===== src/rtl/writeback_arbiter.sv =====
// Writeback arbiter: merges ALU and memory results into one register-file write port,
// committing one write per cycle in acceptance order, with pending-write lookups for decode.
module writeback_arbiter #(
  parameter int D  = 5,
  parameter int W  = 32,
  parameter int QD = 4
) (
  input  logic                   clk,
  input  logic                   rst,
  input  logic                   alu_valid,
  input  logic [D-1:0]           alu_addr,
  input  logic [W-1:0]           alu_data,
  input  logic                   mem_valid,
  input  logic [D-1:0]           mem_addr,
  input  logic [W-1:0]           mem_data,
  output logic                   wb_ready,
  output logic                   rf_write_enable,
  output logic [D-1:0]           rf_address3,
  output logic [W-1:0]           rf_write_data,
  input  logic [D-1:0]           q_addr1,
  input  logic [D-1:0]           q_addr2,
  output logic                   q_hit1,
  output logic                   q_hit2,
  output logic [$clog2(QD):0]    occupancy
);

  localparam int PW = $clog2(QD);
  localparam int OW = PW + 1;
  localparam logic [OW-1:0] READY_LIMIT = OW'(QD - 2);

  logic [D-1:0]  addr_q [QD];
  logic [W-1:0]  data_q [QD];
  logic [PW-1:0] rd_ptr;
  logic [PW-1:0] wr_ptr;

  logic          acc_mem;
  logic          acc_alu;
  logic          pop;
  logic          slot0_v;
  logic          slot1_v;
  logic [D-1:0]  slot0_a;
  logic [W-1:0]  slot0_d;
  logic          bypass_v;
  logic          enq0_v;
  logic          enq1_v;
  logic [D-1:0]  enq0_a;
  logic [W-1:0]  enq0_d;
  logic [1:0]    enq_count;

  assign wb_ready = (occupancy <= READY_LIMIT);
  assign acc_mem  = mem_valid && wb_ready && (mem_addr != '0);
  assign acc_alu  = alu_valid && wb_ready && (alu_addr != '0);
  assign pop      = (occupancy != '0);

  // Accepted inputs compacted in logical order (mem before alu); the oldest
  // bypasses to the outputs only when the queue has nothing older to commit.
  always_comb begin
    slot0_v   = acc_mem || acc_alu;
    slot0_a   = acc_mem ? mem_addr : alu_addr;
    slot0_d   = acc_mem ? mem_data : alu_data;
    slot1_v   = acc_mem && acc_alu;
    bypass_v  = 1'b0;
    enq0_v    = 1'b0;
    enq0_a    = slot0_a;
    enq0_d    = slot0_d;
    enq1_v    = 1'b0;
    if (pop) begin
      enq0_v = slot0_v;
      enq1_v = slot1_v;
    end else begin
      bypass_v = slot0_v;
      enq0_v   = slot1_v;
      enq0_a   = alu_addr;
      enq0_d   = alu_data;
    end
    enq_count = {1'b0, enq0_v} + {1'b0, enq1_v};
  end

  always_ff @(posedge clk) begin
    if (enq0_v) begin
      addr_q[wr_ptr] <= enq0_a;
      data_q[wr_ptr] <= enq0_d;
    end
    if (enq1_v) begin
      addr_q[wr_ptr + PW'(1)] <= alu_addr;
      data_q[wr_ptr + PW'(1)] <= alu_data;
    end
  end

  always_ff @(posedge clk or posedge rst) begin
    if (rst) begin
      rd_ptr          <= '0;
      wr_ptr          <= '0;
      occupancy       <= '0;
      rf_write_enable <= 1'b0;
      rf_address3     <= '0;
      rf_write_data   <= '0;
    end else begin
      rd_ptr    <= rd_ptr + PW'(pop);
      wr_ptr    <= wr_ptr + PW'(enq_count);
      occupancy <= occupancy + OW'(enq_count) - OW'(pop);
      if (pop) begin
        rf_write_enable <= 1'b1;
        rf_address3     <= addr_q[rd_ptr];
        rf_write_data   <= data_q[rd_ptr];
      end else if (bypass_v) begin
        rf_write_enable <= 1'b1;
        rf_address3     <= slot0_a;
        rf_write_data   <= slot0_d;
      end else begin
        rf_write_enable <= 1'b0;
      end
    end
  end

  // An entry is live when its distance from the read pointer is below occupancy.
  always_comb begin
    logic          hit1;
    logic          hit2;
    logic [PW-1:0] offset;
    hit1   = rf_write_enable && (rf_address3 == q_addr1);
    hit2   = rf_write_enable && (rf_address3 == q_addr2);
    offset = '0;
    for (int i = 0; i < QD; i++) begin
      offset = PW'(i) - rd_ptr;
      if ({1'b0, offset} < occupancy) begin
        if (addr_q[i] == q_addr1) hit1 = 1'b1;
        if (addr_q[i] == q_addr2) hit2 = 1'b1;
      end
    end
    q_hit1 = hit1 && (q_addr1 != '0);
    q_hit2 = hit2 && (q_addr2 != '0);
  end

endmodule


===== config.mk =====
export PLATFORM = sky130hd
export DESIGN_NAME = writeback_arbiter
export DESIGN_NICKNAME = d
export VERILOG_FILES = /design/src/rtl/writeback_arbiter.sv
export SDC_FILE = /design/constraint.sdc
export NUM_CORES = 1
export LEC_CHECK = 0
export ABC_AREA = 1
export ABC_CLOCK_PERIOD_IN_PS = 3490
export CAP_MARGIN = 20
export CORE_MARGIN = 4
export CORE_UTILIZATION = 59
export CTS_BUF_LIST = sky130_fd_sc_hd__clkbuf_8
export DETAILED_ROUTE_END_ITERATION = 12
export MAX_ROUTING_LAYER = met4
export PLACE_DENSITY = 0.92
export SLEW_MARGIN = 20
export SYNTH_ARGS = -nofsm -noshare
export SYNTH_HDL_FRONTEND = slang
export SYNTH_SLANG_ARGS = --single-unit
export TNS_END_PERCENT = 50

===== constraint.sdc =====
create_clock -name clk -period 3.49 [get_ports clk]
set_input_delay 0.698 -clock clk [delete_from_list [all_inputs] [get_ports clk]]
set_output_delay 0.698 -clock clk [all_outputs]
set_load 0.005 [all_outputs]

Word-level counts from Yosys, hierarchy flattened --
Memory sizes are Yosys's and may differ from the RTL's. Cells that the tools add are included.
Operators by class: reductions and logical operators 16, $add $sub $neg 10, equality and inequality tests 10, magnitude comparators 5, muxes and demuxes 33
Operators with widths (count):
- 32-bit 2-to-1 mux | 4
- 5-bit equality test | 10
- 1-bit 2-to-1 mux | 25
- 5-bit 2-to-1 mux | 4
- 5-bit nonzero test | 4
- 2-bit by 3-bit less-than comparator with 1-bit output | 4
- 1-bit logical AND | 9
- 1-bit by 2-bit subtractor with 2-bit output (first input constant) | 2
- 2-bit subtractor (first input constant) | 2
- 3-bit by 2-bit adder with 3-bit output | 1
- 3-bit by 2-bit less-or-equal comparator with 1-bit output (second input constant) | 1
- 3-bit nonzero test | 1
- 3-bit by 1-bit subtractor with 3-bit output | 1
- 1-bit by 1-bit adder with 2-bit output | 1
- 2-bit by 1-bit adder with 2-bit output | 1
- 2-bit by 1-bit adder with 2-bit output (second input constant) | 1
- 2-bit adder | 1
- 2-bit nonzero test | 1
- 1-bit logical OR | 1
Word-level totals: memories 2, register bits after elaboration 45, input bits 88, memory bits (writable) 148, logic and storage cells 82
Memories:
- data_q | depth 4, width 32, read ports 1, clocked after Yosys merged registers in 0, write ports 2, line 32 | logic [W-1:0] data_q [QD];
- addr_q | depth 4, width 5, read ports 5, clocked after Yosys merged registers in 0, write ports 2, line 31 | logic [D-1:0] addr_q [QD];

Longest topological paths before layout --
Gate-level depths: netlist (run 1).
depth after elaboration 11, depth in mapped cells 15, mapped depth without buffers 14

Worst setup path before layout (run 1) --
Ideal clock, no wire load.
kind input -> register, from in mem_addr[2], to reg occupancy[2], setup time 0.079 ns, arrival time 3.215 ns, stages on the path 14, slack 0.196 ns, required time 3.411 ns, cell sequence nor2_1 -> nand3_2 -> nand3_2 -> clkbuf_1 -> nand2_1 -> and2_1 -> ha_1 -> inv_1 -> ha_1 -> inv_1 -> ha_1 -> fa_1 -> xnor2_1 -> xor2_1
On the way: longest elaborated chain between the ends 7
Ends and longest elaborated chain:
- start: declaration | line 14 | input logic [D-1:0] mem_addr,
- 5-bit nonzero test * | line 51 | assign acc_mem = mem_valid && wb_ready && (mem_addr != '0);
- 1-bit logical AND * | line 51
- 1-bit logical AND or 1-bit logical OR (tied branches) | line 61, 58
- 1-bit 2-to-1 mux | line 67 | if (pop) begin
- 1-bit by 1-bit adder with 2-bit output * | line 76 | enq_count = {1'b0, enq0_v} + {1'b0, enq1_v};
- 3-bit by 2-bit adder with 3-bit output * | line 101 | occupancy <= occupancy + OW'(enq_count) - OW'(pop);
- 3-bit by 1-bit subtractor with 3-bit output * | line 101
- end signal: assignment | line 101
- end: declaration | line 24 | output logic [$clog2(QD):0] occupancy
Mark *: on every way between the ends. The rest lies on a longest branch, timed or not. A chain may end at the register's enable or synchronous reset.

Final worst setup path (run 1) --
from reg rd_ptr[1], to out q_hit1
On the way: longest elaborated chain between the ends 10
Ends and longest elaborated chain:
- start: declaration | line 33 | logic [PW-1:0] rd_ptr;
- start signal: assignment | line 99 | rd_ptr <= rd_ptr + PW'(pop);
- 1-bit by 2-bit subtractor with 2-bit output | line 125 | offset = PW'(i) - rd_ptr;
- 2-bit by 3-bit less-than comparator with 1-bit output | line 126 | if ({1'b0, offset} < occupancy) begin
- 1-bit 2-to-1 mux | line 126
- 1-bit 2-to-1 mux | line 127 | if (addr_q[i] == q_addr1) hit1 = 1'b1;
- 1-bit 2-to-1 mux | line 126
- 1-bit 2-to-1 mux | line 127
- 1-bit 2-to-1 mux | line 126
- 1-bit 2-to-1 mux | line 127
- 1-bit 2-to-1 mux * | line 126
- 1-bit logical AND * | line 131 | q_hit1 = hit1 && (q_addr1 != '0);
- end: declaration | line 22 | output logic q_hit1,
Marks and branches as above.

==> flow_metrics.env, run 1 <==
export IMPL_syn_area_mm2=0.01160
export IMPL_critPathRequiredTime_ns=2.79
export IMPL_fin_nets=1695
export IMPL_worstPathCellList="inv_1 > nor2_2 > nor2_2 > inv_1 > ha_1 > a21boi_0 > o21ai_1 > nand2_1 > nand2_1 > nor2_1 > nor2_1 > clkdlybuf4s50_1"
export IMPL_synth_edf_count=148
export IMPL_rsz0062_at_grt="yes"
export IMPL_worst_path_max_fanout=4
export IMPL_worstSkewPairLatency_ns=0.49
export IMPL_netlist_top_cells_area="edfxtp_1, nand2_1, nand3_1"
export IMPL_ys_seq_elements=193
export IMPL_grt_pass1_vias=11650
export IMPL_die_h_um=148.2
export IMPL_cts_buffers=17
export IMPL_maxCapViolCount=0
export IMPL_grt_usage_pct=35.25
export IMPL_fin_worst_skew_ns=0.01491
export IMPL_syn_to_final_growth_pct=17.93
export IMPL_clk_path_buf_depth=2
export IMPL_path_buf_inv=3
export IMPL_synth_warnings=0
export IMPL_synth_commonest_cells="nand2_1, nand3_1, edfxtp_1"
export IMPL_tightest_slew_ns=0.8593
export IMPL_antenna_left=0
export IMPL_min_path_type="flop to flop"
export IMPL_async_flop_share_pct=23.32
export IMPL_power_density_mw_per_mm2=829.7
export IMPL_io_pins=132
export IMPL_grt_remaining_overflow=0
export IMPL_dieWidth_um=148.2
export IMPL_maxClockFrequency_ghz=0.2941
export IMPL_ir_drop_mv=0.5388
export IMPL_num_antenna_cells=0
export IMPL_clkSinkCount=193
export IMPL_cts_hold_buf=0
export IMPL_placed_area_mm2=0.01327
export IMPL_start_util_pct=59.78
export IMPL_hpwl_um=23280
export IMPL_fp_dieArea_mm2=0.02196
export IMPL_drv_slew=0
export IMPL_cp_top_family="buffers and inverters"
export IMPL_post_drt_wl_per_cell_um=20.35
export IMPL_tritoncts="built"
export IMPL_root_buffer="clkbuf_8"
export IMPL_seq_area_frac_synth_pct=48.03
export IMPL_slew_headroom_pct=42.72
export IMPL_hold_viol_final=0
export IMPL_ys_flop_type="edfxtp_1"
export IMPL_instances_no_fill=1873
export IMPL_endpoint_kind="output pin"
export IMPL_drtIter0Drc=1874
export IMPL_setup_viol=0
export IMPL_seq_area_mm2=0.005574
export IMPL_r2r_slack_ns=0.19
export IMPL_drive_above_1_share_pct=9.142
export IMPL_crit_path_start_kind="flop"
export IMPL_placementRows=51
export IMPL_drc_errors=0
export IMPL_avgSynthCellArea_um2=7.789
export IMPL_gp_congestion=0.9512
export IMPL_htree_levels=4
export IMPL_antenna_found_initial=0
export IMPL_finalCritPeriodShare_pct=97.42
export IMPL_port_buffers=131
export IMPL_routed_wl_um=38110
export IMPL_fin_area_mm2=0.01368
export IMPL_critPathSlowestCell="clkdlybuf4s50_1"
export IMPL_status="complete, no violations"
export IMPL_drt_pass1_iterations=7
export IMPL_yosysTopAreaCell="edfxtp_1"
export IMPL_dp_cells=1839
export IMPL_yosys_cell_count_top_type="nand2_1"
export IMPL_synth_top_area_share_pct=38.32
export IMPL_core_mm2=0.01940
export IMPL_yosysUniqueCellTypes=28
export IMPL_routed_via_density=6.331
export IMPL_vias=11860
export IMPL_syn_inst=1489
export IMPL_grt_pass1_wl_um=59090
export IMPL_fillers=1436
export IMPL_grt_max_degree=112
export IMPL_post_route_min_period_ns=3.400
export IMPL_power_leakage_nw=5.932
export IMPL_multi_input_area_mm2=0.005448
export IMPL_arrival_ns=2.70
export IMPL_setup_tns_ns=0
export IMPL_syn_nets=1588
export IMPL_cts_clk_slew_worst_paths_ns=0.10
export IMPL_cpPeakStageDelay_ns=0.51
export IMPL_crit_type="flop to output pin"
## routing by layer
| metal | global-route usage, % | up-vias | wire length [µm] |
|---|---|---|---|
| met1 | 42.75 | 5352 | 12870 |
| li1 | - | 5273 | - |
| met2 | 56.47 | 998 | 18050 |
| met5 | - | - | 0 |
| met4 | 19.08 | 0 | 2004 |
| met3 | 6.338 | 235 | 5185 |
## flip-flops by register name, summed over array words and instances, names as in the netlist
| signal | cells |
|---|---|
| wr_ptr | 2 |
| rf_write_data | 32 |
| data_q | 128 |
| rf_address3 | 5 |
| rd_ptr | 2 |
| addr_q | 20 |
| rf_write_enable | 1 |
| occupancy | 3 |
## placed cells by master, fill, tap and decap left out, types with 10 or more instances in the layout
master	instances
xnor2_1	17
ha_1	10
nand2_1	580
clkbuf_8	21
nand3_1	347
buf_4	50
edfxtp_1	148
xor2_1	19
nand4_1	73
clkdlybuf4s50_1	129
nor2_1	31
inv_1	40
or2_2	34
dfrtp_1	42
## worst register-to-register path, cell delays in order, from the launching register on
cell and delay [ns]:
dfrtp_1 0.56, a21oi_4 0.48, nand3_2 0.28, o21ai_1 0.26
and2_1 0.16, ha_1 0.14, inv_1 0.05, ha_1 0.29
inv_1 0.07, ha_1 0.19, fa_1 0.39, xnor2_1 0.20
xor2_1 0.16
## cell families after synthesis
kind of cell	after synthesis	share of synthesized area [%]
compound gates	17	0.9602
flops	193	48.03
buf+inv	144	5.340
simple gates	1088	41.70
xor+xnor	36	2.719
fa+ha+maj	11	1.251
## cell type report
cell class / count / area share, %
inverters: 46 / 1.272
flip-flops and latches: 193 / 40.76
multi-input cells: 1152 / 39.83
well taps: 265 / 2.424
clock inverters: 10 / 0.6221
clock buffers: 21 / 2.113
repair buffers: 186 / 12.98
## where the power goes
group	internal, mW	total [mW]	switching, mW
sequential	3.60	4.02	0.426
clock	0.631	1.42	0.784
combinational	2.14	5.91	3.77
total	6.37	11.3	4.98
## worst paths after layout
path,start,end,cells after the start
max,rd_ptr[1],q_hit1,12
min,rf_write_data[1],rf_write_data[1],2
max reg2reg,occupancy[0],occupancy[2],12
min reg2reg,rf_write_data[1],rf_write_data[1],2
max in group asynchronous,rst,rf_write_data[21],3
min in group asynchronous,rst,rf_write_data[5],2
## what timing repair did
action | CTS | global route
setup buffers | 0 | 3
endpoints found under the setup margin | 2 | 2
pin swaps | 1 | 1
resized for setup | 2 | 4
## metrics by stage
| stage | total power [mW] | hold slack (ns) | setup slack (ns) | util [%] |
|---|---|---|---|---|
| after floorplan | 7.524 | 0.4887 | 0.1955 | - |
| after global routing | 12.01 | 0.5348 | -0.08239 | 70.50 |
| after CTS | 11.15 | 0.5049 | 0.009143 | 70.33 |
| final | 11.35 | 0.5001 | 0.09010 | 70.50 |
| after detailed placement | 9.729 | 0.4821 | -0.06529 | 68.40 |
| after global placement | 9.459 | 0.4806 | 0.06698 | 68.40 |
(Power assumes the default switching activity.)
==> run 2: changes to the inputs <==
Settings changed: CORE_ASPECT_RATIO set to 1.2, GPL_ROUTABILITY_DRIVEN set to 0, SKIP_LAST_GASP set to 1.
==> run 2 against run 1 <==
Clock skew rose by 0.0024 ns. Final cell count fell by 0.85%. Via count fell by 1.4%. Total power rose by 0.86%. Die area barely moved. Flip-flop and latch count did not move. Clock power rose by 8%. Register-to-register slack improved by 0.30 ns. Global-route usage fell by 0.63 points. Combinational power barely moved. Fmax fell by 1.1%.
==> flow_metrics.env, run 2 (synthesized netlist as in run 1, its figures left out) <==
export IMPL_p_seq_share_pct=35.1
export IMPL_cp_top_family="buffers and inverters"
export IMPL_tightest_slew_ns=1.147
export IMPL_maxCapViolCount=0
export IMPL_core_mm2=0.01906
export IMPL_crit_path_start="rd_ptr[0]"
export IMPL_fin_worst_skew_ns=0.01734
export IMPL_r2r_end="occupancy[2]"
export IMPL_grt_usage_pct=34.61
export IMPL_power_leakage_nw=5.924
export IMPL_tritoncts="built"
export IMPL_root_buffer="clkbuf_8"
export IMPL_fillers=1379
export IMPL_ir_drop_mv=0.5491
export IMPL_final_common_cell="nand2_1"
export IMPL_clkSinkCount=193
export IMPL_worst_path_max_fanout=6
export IMPL_min_to="rf_write_data[28]"
export IMPL_dieWidth_um=136.0
export IMPL_setup_viol=0
export IMPL_p_total_mw=11.45
export IMPL_fin_nets=1687
export IMPL_post_route_min_period_ns=3.439
export IMPL_critPathSlowestCell="clkdlybuf4s50_1"
export IMPL_num_antenna_cells=0
export IMPL_antenna_left=0
export IMPL_largest_reg_flops=128
export IMPL_cts_clk_slew_worst_paths_ns=0.10
export IMPL_r2r_slack_ns=0.49
export IMPL_slew_headroom_pct=23.56
export IMPL_timing_rr_start="occupancy[0]"
export IMPL_crit_type="flop to output pin"
export IMPL_syn_to_final_growth_pct=17.76
export IMPL_path_buf_inv=3
export IMPL_power_density_mw_per_mm2=838.1
export IMPL_hold_depth=2
export IMPL_path_common_cell="nor2_1"
export IMPL_maxClockFrequency_ghz=0.2908
export IMPL_io_pins=132
export IMPL_crit_path_start_kind="flop"
export IMPL_vias=11700
export IMPL_status="complete, no violations"
export IMPL_cts_hold_buf=0
export IMPL_post_drt_wl_per_cell_um=19.92
export IMPL_top_register="data_q"
export IMPL_drive_above_1_share_pct=8.745
export IMPL_grt_pass1_wl_um=57900
export IMPL_fp_dieArea_mm2=0.02197
export IMPL_hold_path_startpoint="rf_write_data[28]"
export IMPL_routed_via_density=6.298
export IMPL_drtIter0Drc=1728
export IMPL_clock_power_share_pct=13.4
export IMPL_die_h_um=161.6
export IMPL_hold_viol_final=0
export IMPL_grt_pass1_vias=11350
export IMPL_reg2regPathDepth=12
export IMPL_endpoint_kind="output pin"
export IMPL_port_buffers=131
export IMPL_antenna_found_initial=0
export IMPL_hpwl_um=23010
export IMPL_critPathRequiredTime_ns=2.79
export IMPL_worstPathCellList="inv_1 > nor2_2 > nor2_1 > inv_1 > ha_1 > a21boi_0 > o21ai_2 > nand2_1 > nand2_1 > nor2_1 > nor2_1 > clkdlybuf4s50_1"
export IMPL_routed_wl_um=36990
export IMPL_grt_remaining_overflow=0
export IMPL_power_switching_mw=4.976
export IMPL_drc_errors=0
export IMPL_netSwitchingFraction_pct=43.47
export IMPL_arrival_ns=2.74
export IMPL_finalCritPeriodShare_pct=98.55
export IMPL_cpPeakStageDelay_ns=0.52
export IMPL_final_cell_mix="nand2_1, nand3_1, edfxtp_1"
export IMPL_placementRows=55
export IMPL_setup_tns_ns=0
export IMPL_drv_slew=0
export IMPL_worstSkewPairLatency_ns=0.48
export IMPL_cts_buffers=17
export IMPL_p_comb_share_pct=51.5
export IMPL_hold_ws_ns=0.5038
export IMPL_htree_levels=4
export IMPL_min_path_type="flop to flop"
export IMPL_p_int_mw=6.470
export IMPL_drt_pass1_iterations=7
export IMPL_grt_max_degree=115
export IMPL_cp_num_cells=12
export IMPL_largestRegisters="data_q (128), rf_write_data (32), addr_q (20)"
export IMPL_rsz0062_at_grt="yes"
export IMPL_clk_path_buf_depth=2
export IMPL_start_util_pct=60.84
## run 2: changes by cell type in the layout (fill, tap and decap cells not counted), moves of 2 or more
cell | previous run | this run
clkbuf_8 | 21 | 18
nor2_2 | 7 | 5
buf_4 | 50 | 42
clkinvlp_4 | 3 | 1
inv_6 | 1 | 3
bufinv_16 | 1 | 3
## run 2: per-layer routing
metal  vias to the layer above  track usage (%)  wire length (µm)
met5                         -                -                 0
met4                         0            19.52              2367
met3                       250            7.134              5062
met2                      1009            55.55             17630
met1                      5194            40.55             11940
li1                       5242                -                 -
## run 2: timing repair
action	4_1_cts	5_1_grt
setup endpoints to repair	2	2
pin swaps	0	1
setup buffers	0	3
resized for setup	1	4
## run 2: cell type report
| cell class | instances | area, µm² | area share, % |
|---|---|---|---|
| flip-flops and latches | 193 | 5573 | 40.81 |
| inverters | 46 | 173.9 | 1.273 |
| multi-input cells | 1152 | 5456 | 39.95 |
| clock buffers | 18 | 247.7 | 1.814 |
| well taps | 256 | 320.3 | 2.345 |
| clock inverters | 14 | 161.4 | 1.182 |
| repair buffers | 178 | 1724 | 12.62 |
## run 2: power by group through the flow
stage | combinational (mW) | clock, mW | sequential (mW)
global route | 6.43 | 1.63 | 4.08
global placement | 5.41 | 0 | 4.03
finish | 5.89 | 1.54 | 4.02
CTS | 5.73 | 1.53 | 4.01
floorplan | 3.56 | 0 | 3.97
detailed placement | 5.68 | 0 | 4.05
## run 2: worst min-delay path, cell delays in order, from the launching register on
cell	delay, ns
dfrtp_1	0.36
nand2_1	0.05
nand3_1	0.07
## run 2: how the worst max path moves through the flow
stage              endpoint  slack, ns
4_1_cts              q_hit2       0.01
6_report             q_hit1       0.05
2_1_floorplan  occupancy[2]       0.20
5_1_grt              q_hit1      -0.16
3_3_place_gp   occupancy[2]       0.06
3_5_place_dp   occupancy[2]      -0.06
## run 2: through the flow
step | cell area (µm²) | instances | setup slack (ns) | utilization (%)
final | 13660 | 1857 | 0.05066 | 71.64
after global routing | 13660 | 1857 | -0.1613 | 71.64
after CTS | 13630 | 1854 | 0.01276 | 71.48
after detailed placement | 13220 | 1822 | -0.05591 | 69.33
after global placement | 13220 | 1822 | 0.05688 | 69.33
after floorplan | 11600 | 1489 | 0.1955 | -
